[src/rtl/dspdbg_capctl_if.sv]
// Signal bundle between the DSP sample path, debug control registers and the ILA probe stub.
// The slave modport is the capture controller; the master modport is whatever drives it.
interface dspdbg_capctl_if #(
   parameter int unsigned DW   = 16,
   parameter int unsigned NCH  = 3,
   parameter int unsigned CNTW = 13,
   parameter int unsigned TSW  = 64
);
   logic [NCH*DW-1:0] din;
   logic              din_valid;
   logic              arm;
   logic              abort;
   logic              rearm;
   logic              sw_trig;
   logic [1:0]        trig_sel;
   logic [DW-1:0]     thresh;
   logic [CNTW-1:0]   win_len;
   logic [CNTW-1:0]   holdoff;
   logic [NCH*DW-1:0] dout;
   logic              dout_valid;
   logic              cap_en;
   logic [1:0]        state;
   logic [CNTW-1:0]   win_cnt;
   logic [TSW-1:0]    ts;
   logic [TSW-1:0]    trig_ts;

   modport master (
      output din, din_valid, arm, abort, rearm, sw_trig, trig_sel, thresh, win_len, holdoff,
      input  dout, dout_valid, cap_en, state, win_cnt, ts, trig_ts
   );

   modport slave (
      input  din, din_valid, arm, abort, rearm, sw_trig, trig_sel, thresh, win_len, holdoff,
      output dout, dout_valid, cap_en, state, win_cnt, ts, trig_ts
   );
endinterface

[src/rtl/dspdbg_capctl.sv]
// Debug capture controller ahead of the DSP ILA stub: 2-stage sample pipe, trigger FSM, window.
// Define DSPDBG_TS_EN to build the free-running timestamp and trigger timestamp latch.
module dspdbg_capctl #(
   parameter int unsigned DW   = 16,
   parameter int unsigned NCH  = 3,
   parameter int unsigned CNTW = 13,
   parameter int unsigned TSW  = 64
) (
   input logic            clk,
   input logic            rstn,
   dspdbg_capctl_if.slave bus
);
   typedef enum logic [1:0] {
      StIdle    = 2'd0,
      StArmed   = 2'd1,
      StCapture = 2'd2,
      StHoldoff = 2'd3
   } state_e;

   localparam logic [DW-1:0]   SMin = {1'b1, {(DW-1){1'b0}}};
   localparam logic [DW-1:0]   SMax = {1'b0, {(DW-1){1'b1}}};
   localparam logic [CNTW-1:0] One  = CNTW'(1);

   state_e                state_q;
   logic [NCH*DW-1:0]     s1_data_q, s2_data_q;
   logic                  s1_valid_q, s2_valid_q, s1_sw_q;
   logic signed [DW-1:0]  prev_q;
   logic [CNTW-1:0]       win_cnt_q, win_len_q, hold_cnt_q, holdoff_q;

   logic signed [DW-1:0]  cur, thr, cur_mag;
   logic                  hit, trig, cap_en;

   always_comb begin
      cur = s1_data_q[DW-1:0];
      thr = bus.thresh;
      // Most negative sample has no positive twin; clamp its magnitude.
      if (cur == SMin)     cur_mag = SMax;
      else if (cur[DW-1])  cur_mag = -cur;
      else                 cur_mag = cur;
      unique case (bus.trig_sel)
         2'd0:    hit = 1'b0;
         2'd1:    hit = (prev_q < thr) && (cur >= thr);
         2'd2:    hit = (prev_q >= thr) && (cur < thr);
         default: hit = (cur_mag >= thr);
      endcase
      trig   = s1_valid_q && (state_q == StArmed) && (s1_sw_q || hit);
      cap_en = (state_q == StCapture) && s2_valid_q;
   end

   always_ff @(posedge clk or negedge rstn) begin
      if (!rstn) begin
         state_q    <= StIdle;
         s1_data_q  <= '0;
         s2_data_q  <= '0;
         s1_valid_q <= 1'b0;
         s2_valid_q <= 1'b0;
         s1_sw_q    <= 1'b0;
         prev_q     <= '0;
         win_cnt_q  <= '0;
         win_len_q  <= '0;
         hold_cnt_q <= '0;
         holdoff_q  <= '0;
      end else begin
         s1_data_q  <= bus.din;
         s1_valid_q <= bus.din_valid;
         s1_sw_q    <= bus.sw_trig;
         s2_data_q  <= s1_data_q;
         s2_valid_q <= s1_valid_q;
         if (s1_valid_q) prev_q <= cur;

         if (bus.abort) begin
            state_q <= StIdle;
         end else begin
            unique case (state_q)
               StIdle: begin
                  if (bus.arm) state_q <= StArmed;
               end
               StArmed: begin
                  if (trig) begin
                     state_q   <= StCapture;
                     win_cnt_q <= '0;
                     win_len_q <= bus.win_len;
                  end
               end
               StCapture: begin
                  if (cap_en) begin
                     if (win_cnt_q == win_len_q) begin
                        holdoff_q  <= bus.holdoff;
                        hold_cnt_q <= '0;
                        if (bus.holdoff == '0) state_q <= bus.rearm ? StArmed : StIdle;
                        else                   state_q <= StHoldoff;
                     end else begin
                        win_cnt_q <= win_cnt_q + One;
                     end
                  end
               end
               StHoldoff: begin
                  if (hold_cnt_q == holdoff_q - One) state_q <= bus.rearm ? StArmed : StIdle;
                  else                               hold_cnt_q <= hold_cnt_q + One;
               end
            endcase
         end
      end
   end

   assign bus.dout       = s2_data_q;
   assign bus.dout_valid = s2_valid_q;
   assign bus.cap_en     = cap_en;
   assign bus.state      = state_q;
   assign bus.win_cnt    = win_cnt_q;

`ifdef DSPDBG_TS_EN
   logic [TSW-1:0] ts_q, trig_ts_q;

   always_ff @(posedge clk or negedge rstn) begin
      if (!rstn) begin
         ts_q      <= '0;
         trig_ts_q <= '0;
      end else begin
         ts_q <= ts_q + TSW'(1);
         if (trig && !bus.abort) trig_ts_q <= ts_q;
      end
   end

   assign bus.ts      = ts_q;
   assign bus.trig_ts = trig_ts_q;
`else
   assign bus.ts      = {TSW{1'b0}};
   assign bus.trig_ts = {TSW{1'b0}};
`endif
endmodule

[src/flat_wrapper.sv]
// flat-port wrapper written by rule: the top's interface ports become plain ports
module dspdbg_capctl_flat 
#(
   parameter int unsigned DW   = 16,
   parameter int unsigned NCH  = 3,
   parameter int unsigned CNTW = 13,
   parameter int unsigned TSW  = 64
)
  (clk, rstn, bus_din, bus_din_valid, bus_arm, bus_abort, bus_rearm, bus_sw_trig, bus_trig_sel, bus_thresh, bus_win_len, bus_holdoff, bus_dout, bus_dout_valid, bus_cap_en, bus_state, bus_win_cnt, bus_ts, bus_trig_ts);
  dspdbg_capctl_if #(.DW(DW), .NCH(NCH), .CNTW(CNTW), .TSW(TSW)) bus_i ();
  input logic clk;
  input logic rstn;
  input wire logic [$bits(bus_i.din)-1:0] bus_din;
  input wire logic [$bits(bus_i.din_valid)-1:0] bus_din_valid;
  input wire logic [$bits(bus_i.arm)-1:0] bus_arm;
  input wire logic [$bits(bus_i.abort)-1:0] bus_abort;
  input wire logic [$bits(bus_i.rearm)-1:0] bus_rearm;
  input wire logic [$bits(bus_i.sw_trig)-1:0] bus_sw_trig;
  input wire logic [$bits(bus_i.trig_sel)-1:0] bus_trig_sel;
  input wire logic [$bits(bus_i.thresh)-1:0] bus_thresh;
  input wire logic [$bits(bus_i.win_len)-1:0] bus_win_len;
  input wire logic [$bits(bus_i.holdoff)-1:0] bus_holdoff;
  output wire logic [$bits(bus_i.dout)-1:0] bus_dout;
  output wire logic [$bits(bus_i.dout_valid)-1:0] bus_dout_valid;
  output wire logic [$bits(bus_i.cap_en)-1:0] bus_cap_en;
  output wire logic [$bits(bus_i.state)-1:0] bus_state;
  output wire logic [$bits(bus_i.win_cnt)-1:0] bus_win_cnt;
  output wire logic [$bits(bus_i.ts)-1:0] bus_ts;
  output wire logic [$bits(bus_i.trig_ts)-1:0] bus_trig_ts;
  assign bus_i.din = bus_din;
  assign bus_i.din_valid = bus_din_valid;
  assign bus_i.arm = bus_arm;
  assign bus_i.abort = bus_abort;
  assign bus_i.rearm = bus_rearm;
  assign bus_i.sw_trig = bus_sw_trig;
  assign bus_i.trig_sel = bus_trig_sel;
  assign bus_i.thresh = bus_thresh;
  assign bus_i.win_len = bus_win_len;
  assign bus_i.holdoff = bus_holdoff;
  assign bus_dout = bus_i.dout;
  assign bus_dout_valid = bus_i.dout_valid;
  assign bus_cap_en = bus_i.cap_en;
  assign bus_state = bus_i.state;
  assign bus_win_cnt = bus_i.win_cnt;
  assign bus_ts = bus_i.ts;
  assign bus_trig_ts = bus_i.trig_ts;
  dspdbg_capctl #(.DW(DW), .NCH(NCH), .CNTW(CNTW), .TSW(TSW)) u_core (.clk(clk), .rstn(rstn), .bus(bus_i));
endmodule
[config.mk]
export PLATFORM = sky130hd
export DESIGN_NAME = dspdbg_capctl_flat
export DESIGN_NICKNAME = d
export VERILOG_FILES = /design/src/rtl/dspdbg_capctl_if.sv /design/src/rtl/dspdbg_capctl.sv /design/src/flat_wrapper.sv
export SDC_FILE = /design/constraint.sdc
export NUM_CORES = 1
export LEC_CHECK = 0
export ABC_AREA = 1
export BUFFER_PORTS_ARGS = -buffer_cell sky130_fd_sc_hd__buf_2
export CAP_MARGIN = 25
export CORE_ASPECT_RATIO = 1.1
export CORE_UTILIZATION = 30
export DETAILED_ROUTE_END_ITERATION = 6
export GPL_TIMING_DRIVEN = 1
export MAX_ROUTING_LAYER = met4
export PLACE_DENSITY = 0.56
export SYNTH_ARGS = -nofsm -noshare
export SYNTH_HDL_FRONTEND = slang
export SYNTH_SLANG_ARGS = --single-unit
[constraint.sdc]
create_clock -name clk -period 5.1 [get_ports clk]
set_input_delay 1.02 -clock clk [delete_from_list [all_inputs] [get_ports clk]]
set_output_delay 1.02 -clock clk [all_outputs]
set_load 0.02 [all_outputs]
== After elaboration in Yosys (flattened, before gate mapping) ==
Index checks and enable logic that the tools add are counted.

* Output and inout port bits: 193
* Input port bits: 99
* Logic and storage cells: 75
* Flip-flop bits (word level): 169

* $add $sub $neg: 4
* Bitwise gates (word level): 1
* $lt $le $gt $ge: 5
* Multiplexer cells: 20
* Equal/unequal tests: 18
* Reductions and logical operators: 16

{| class="wikitable"
|+ Operators by type and width
! operator !! count
|-
| 13-bit 2-to-1 mux || 6
|-
| 13-bit case mux with 2 select lines || 2
|-
| 16-bit >= comparator || 3
|-
| 16-bit < comparator || 2
|-
| 16-bit 2-to-1 mux || 2
|-
| 13-bit by 1-bit adder with 13-bit output (second input constant) || 2
|-
| 13-bit equality test || 2
|-
| 16-bit equality test (second input constant) || 1
|-
| 16-bit negator || 1
|-
| 5-bit AND reduction || 3
|-
| 2-bit 2-to-1 mux || 7
|-
| 13-bit zero test || 1
|-
| 13-bit by 1-bit subtractor with 13-bit output (second input constant) || 1
|-
| 3-bit != test (second input constant) || 3
|-
| 2-bit != test (second input constant) || 4
|-
| 2-bit case mux with 4 select lines || 1
|-
| 2-bit equality test (second input constant) || 3
|-
| 3-bit by 2-bit != test with 1-bit output (second input constant) || 2
|-
| 1-bit logical AND || 5
|-
| 2-bit by 1-bit equality test with 1-bit output (second input constant) || 2
|-
| 2-bit zero test || 2
|-
| 4-bit AND reduction || 1
|-
| 2-bit nonzero test || 2
|-
| 1-bit case mux with 3 select lines || 1
|-
| other kinds (5) || 5
|}

== Depth between registers and ports, before layout ==
* Depth in word-level cells: 10
* Mapped depth: 28
* Mapped depth without buffers: 27

== Worst setup path after synthesis ==
Ideal clock, no wire load.

* Kind: reg2reg
* Start point: register u_core.s1_data_q[0]
* End point: register u_core.win_cnt_q[7], in the netlist u_core.bus.win_cnt[7]
* Setup slack: 1774 ps
* Data required time: 4982 ps
* Arrival: 3208 ps
* Period minus slack after synthesis: 3326 ps
* Buffers on the path: 1
* Library setup time: 118 ps
* Stages on the path, launching flop included: 28
* Cell sequence: dfrtp_1 > inv_1 > ha_1 > inv_1 > nor4_1 > nand4_1 > nor2_1 > inv_1 > nor2_1 > inv_1 > o21ai_0 > a21o_1 > ha_1 > nand2_1 > inv_1 > o21ai_0 > nand2_1 > a21oi_1 > nand3_1 > nand3_1 > nand3_1 > nand2_1 > nand2_2 > nand2_2 > nand2_2 > buf_6 > nand2_1 > nand2_1

* Word-level cells in the longest chain between the ends: 9
* Elaborated cells between the ends (all ways): 14
* Those cells by class: add/sub: 1; order compare: 3; eq/ne: 2; mux: 3; reduce/logical: 5

{| class="wikitable"
|+ Ends and longest elaborated chain
! element !! line !! RTL
|-
| from (decl) || dspdbg_capctl.sv:25 || <nowiki>logic [NCH*DW-1:0] s1_data_q, s2_data_q;</nowiki>
|-
| from (signal assigned) || dspdbg_capctl.sv:64 || <nowiki>s1_data_q <= bus.din;</nowiki>
|-
| 16-bit negator || dspdbg_capctl.sv:38 || <nowiki>else if (cur[DW-1]) cur_mag = -cur;</nowiki>
|-
| 16-bit 2-to-1 mux || dspdbg_capctl.sv:38 ||
|-
| 16-bit 2-to-1 mux || dspdbg_capctl.sv:37 || <nowiki>if (cur == SMin) cur_mag = SMax;</nowiki>
|-
| 16-bit >= comparator || dspdbg_capctl.sv:44 || <nowiki>default: hit = (cur_mag >= thr);</nowiki>
|-
| 1-bit case mux with 3 select lines (*) || dspdbg_capctl.sv:40 || <nowiki>unique case (bus.trig_sel)</nowiki>
|-
| 1-bit logical OR (*) || dspdbg_capctl.sv:46 || <nowiki>trig = s1_valid_q && (state_q == StArmed) && (s1_sw_q || hit);</nowiki>
|-
| 1-bit logical AND (*) || dspdbg_capctl.sv:46 ||
|-
| 2-bit by 1-bit != test with 1-bit output (no line) (*) || - ||
|-
| 5-bit AND reduction (no line) (*) || - ||
|-
| to (signal assigned) || dspdbg_capctl.sv:93 || <nowiki>win_cnt_q <= win_cnt_q + One;</nowiki>
|-
| to (decl) || dspdbg_capctl.sv:28 || <nowiki>logic [CNTW-1:0] win_cnt_q, win_len_q, hold_cnt_q, holdoff_q;</nowiki>
|}

Mark *: on every way between the ends. The rest lies on a longest branch, timed or not.
A chain may end at the register's enable or synchronous reset.

== Worst setup path after layout ==
* Start point: register u_core.s1_data_q[0]
* End point: register u_core.win_cnt_q[5], in the netlist u_core.bus.win_cnt[5]

The elaborated chain is that of the path after synthesis.

==> flow_summary.yaml <==
place:
  gp_congestion: 0.8334
  io_buffers: 163
  dp_slack_ns: 0.7348
  dp_hpwl_um: 15580
pwr:
  p_clk_share_pct: 36.8
  combPwrFrac_pct: 19.2
  seqPwrFrac_pct: 43.9
  sw_frac_of_total_pct: 32.53
  power.density_nw_per_um2: 337.6
  p_sw_mw: 1.149
  power_leakage_nw: 5.479
  internal_power_mw: 2.382
  vdd_drop_max_mv: 0.2079
timing:
  setup_violations: 0
  period_share_pct: 85.71
  fin_ws_ns: 0.7286
  finalClockSkew_ns: 0.01775
  fmax_mhz: 228.8
  rsz0062_at_grt: "false"
  tns_ns: 0
  final-hold-violation-count: 0
  fin_crit_ns: 4.371
  tightest_slew_ns: 0.9397
  slew_violations: 0
  slew_headroom_pct: 37.24
clock_network:
  cts.sinks: 169
  cts_hold_buffers: 0
  clk_latency_ns: 0.44
  cts_made_buffers: 17
  cts_setup_buffers: 0
  cts.path.max_buffers: 2
  cts_root_buffer: "clkbuf_16"
  cts_htree_levels: 4
  clkTransAtPathRegs_ns: 0.08
  cts_resized: 0
  tritoncts: "yes"
routing:
  drt-total-wl_um: 20690
  met3_length_um: 845
  wl_met2_um: 10270
  ant_nets: 0
  wl_per_cell_um: 13.08
  drcViolationCount: 0
  viasPerCell: 4.298
  wl_met1_um: 9178
  vias: 6799
  drt_iter0_markers: 265
  top_layer: "met4"
  first_pass_iters: 7
floorplanning:
  start_util_pct: 30.70
  die_area_um2: 31130
  die_w_um: 168.3
  coreArea_um2: 29730
  rows: 66
  ios: 292
  dieHeight_um: 184.9
setup_path:
  ff2ff_path_depth: 26
  startpoint_type: "register"
  cp_max_fo: 14
  cp-end-kind: "register"
  path_class: "reg -> reg"
  critPathArrivalTime_ns: 4.70
  cp.required_ns: 5.43
  r2r_slack_ns: 0.73
  rr_endpoint: "u_core.bus.win_cnt[5]"
  r2r_start: "u_core.s1_data_q[0]"
cells_and_area:
  postLayoutCoreUtil_pct: 35.19
  n_antenna_cell: 0
  final_common_cell: "nand2_1"
  area_delta_synth_final_pct: 14.60
  layout_common_cells: "nand2_1, dfrtp_1, buf_2"
  num-nets-final: 1346
  layout-drive-gt1-share_pct: 21.03
grt:
  grt_pass1_vias: 6475
  grt_pass1_wl_um: 33490
  grt_max_degree: 99
  antenna_found_initial: 0
  track_usage_pct: 14.18
  grt.overflow.total: 0
yosys:
  ys_warn_count: 0
  synthArstFlopShare_pct: 100.0
  syn_area_um2: 9128
  synth_edf_count: 0
  ys_seq_area_share_pct: 46.33
  syn_inst: 1024
  yosys_most_used_dff: "dfrtp_1"
  ys_seq_elements: 169
  synth_cell_types: 42
  avgSynthCellArea_um2: 8.914
worst_hold_path:
  worstHoldEndpoint: "u_core.bus.dout[27]"
  hp-class: "reg -> reg"
  whs_path_depth: 0
  min_from: "u_core.s1_data_q[27]"
run_status:
  outcome: "finished clean"
job:
  drv_cap: 0
## cells in the mapped netlist, drive strengths merged, types with 7 or more instances
library cell / instances / area share, %
inv: 93 / 3.8
ha: 52 / 7.1
o21ai: 56 / 3.6
nand3: 56 / 3.2
buf: 135 / 11
dfrtp: 169 / 46
xnor2: 12 / 1.2
nor4: 10 / 0.69
nand2: 246 / 11
nor3: 14 / 0.82
or2: 9 / 0.62
clkbuf: 7 / 0.30
xor2: 23 / 2.2
mux2: 8 / 0.99
nand4: 15 / 1.0
a21oi: 32 / 1.8
nor2: 66 / 2.9
## how the worst max path moves through the flow
stage	start	end	slack [ns]	cells after the start
floorplan	u_core.s1_data_q[0]	u_core.bus.win_cnt[7]	1.77	27
global placement	u_core.s1_data_q[0]	u_core.bus.win_cnt[2]	0.90	26
detailed placement	u_core.s1_data_q[0]	u_core.bus.win_cnt[5]	0.73	26
CTS	u_core.s1_data_q[0]	u_core.bus.win_cnt[5]	0.71	26
global route	u_core.s1_data_q[0]	u_core.bus.win_cnt[11]	0.20	26
finish	u_core.s1_data_q[0]	u_core.bus.win_cnt[5]	0.73	26
## worst max-delay path, cell delays in order (launching register included)
cell     delay, ns
dfrtp_1       0.43
inv_1         0.12
ha_1          0.20
inv_1         0.07
nor4_1        0.48
nand4_1       0.24
nor2_1        0.14
inv_1         0.07
nor2_1        0.20
inv_1         0.13
o21ai_0       0.10
a21o_1        0.11
ha_1          0.24
nand2_1       0.08
inv_1         0.04
o21ai_0       0.13
nand2_1       0.06
a21oi_1       0.16
nand3_1       0.10
nand3_1       0.09
nand3_1       0.07
nand2_1       0.09
nand2_2       0.17
nand2_2       0.28
nand2_2       0.23
nand2_1       0.15
nand2_1       0.06
## state kept, by name (all words and copies together) (netlist names)
register               flops
u_core.bus.dout           48
u_core.bus.dout_valid      1
u_core.bus.state           2
u_core.bus.win_cnt        13
u_core.hold_cnt_q         13
u_core.holdoff_q          13
u_core.prev_q             16
u_core.s1_data_q          48
u_core.s1_sw_q             1
u_core.s1_valid_q          1
u_core.win_len_q          13
## metrics by stage
step | cell area [µm²] | total power [mW] | hold slack [ns] | instances
after CTS | 10460 | 3.586 | 0.3488 | 1582
after global routing | 10460 | 3.744 | 0.3568 | 1582
after floorplan | 9604 | 2.126 | 0.3312 | 1151
final | 10460 | 3.531 | 0.3465 | 1582
after global placement | 9877 | 2.250 | 0.3311 | 1550
after detailed placement | 9877 | 2.264 | 0.3356 | 1550
## area by class of cell
type                    count  area, µm²
multi-input cells         744       3968
flip-flops and latches    169       4229
fillers                  3085      19270
well taps                 374      467.9
inverters                  96      360.3
clock buffers              19      452.9
clock inverters            13      130.1
repair buffers            167      852.1
## routing by layer
| metal | vias up | GRT usage (%) |
|---|---|---|
| met4 | 0 | 5.236 |
| met2 | 224 | 23.62 |
| met1 | 3172 | 17.22 |
| met5 | - | - |
| li1 | 3373 | - |
| met3 | 30 | 2.500 |
## power by group through the flow
stage / clock (mW) / sequential (mW) / combinational (mW)
4_1_cts: 1.34 / 1.55 / 0.689
6_report: 1.30 / 1.55 / 0.680
3_5_place_dp: 0 / 1.58 / 0.686
5_1_grt: 1.40 / 1.57 / 0.779
2_1_floorplan: 0 / 1.59 / 0.535
3_3_place_gp: 0 / 1.57 / 0.676
## kinds of logic after synthesis
logic type	share of synthesized area, %
AND/OR/NAND/NOR	20.12
buffers and inverters	15.42
flip-flops	46.33
AO/OA/AOI/OAI	6.360
adder cells (fa/ha/maj)	7.128
XOR/XNOR	3.605
multiplexers	0.9870
other	0.04108
(Power assumes the default switching activity.)
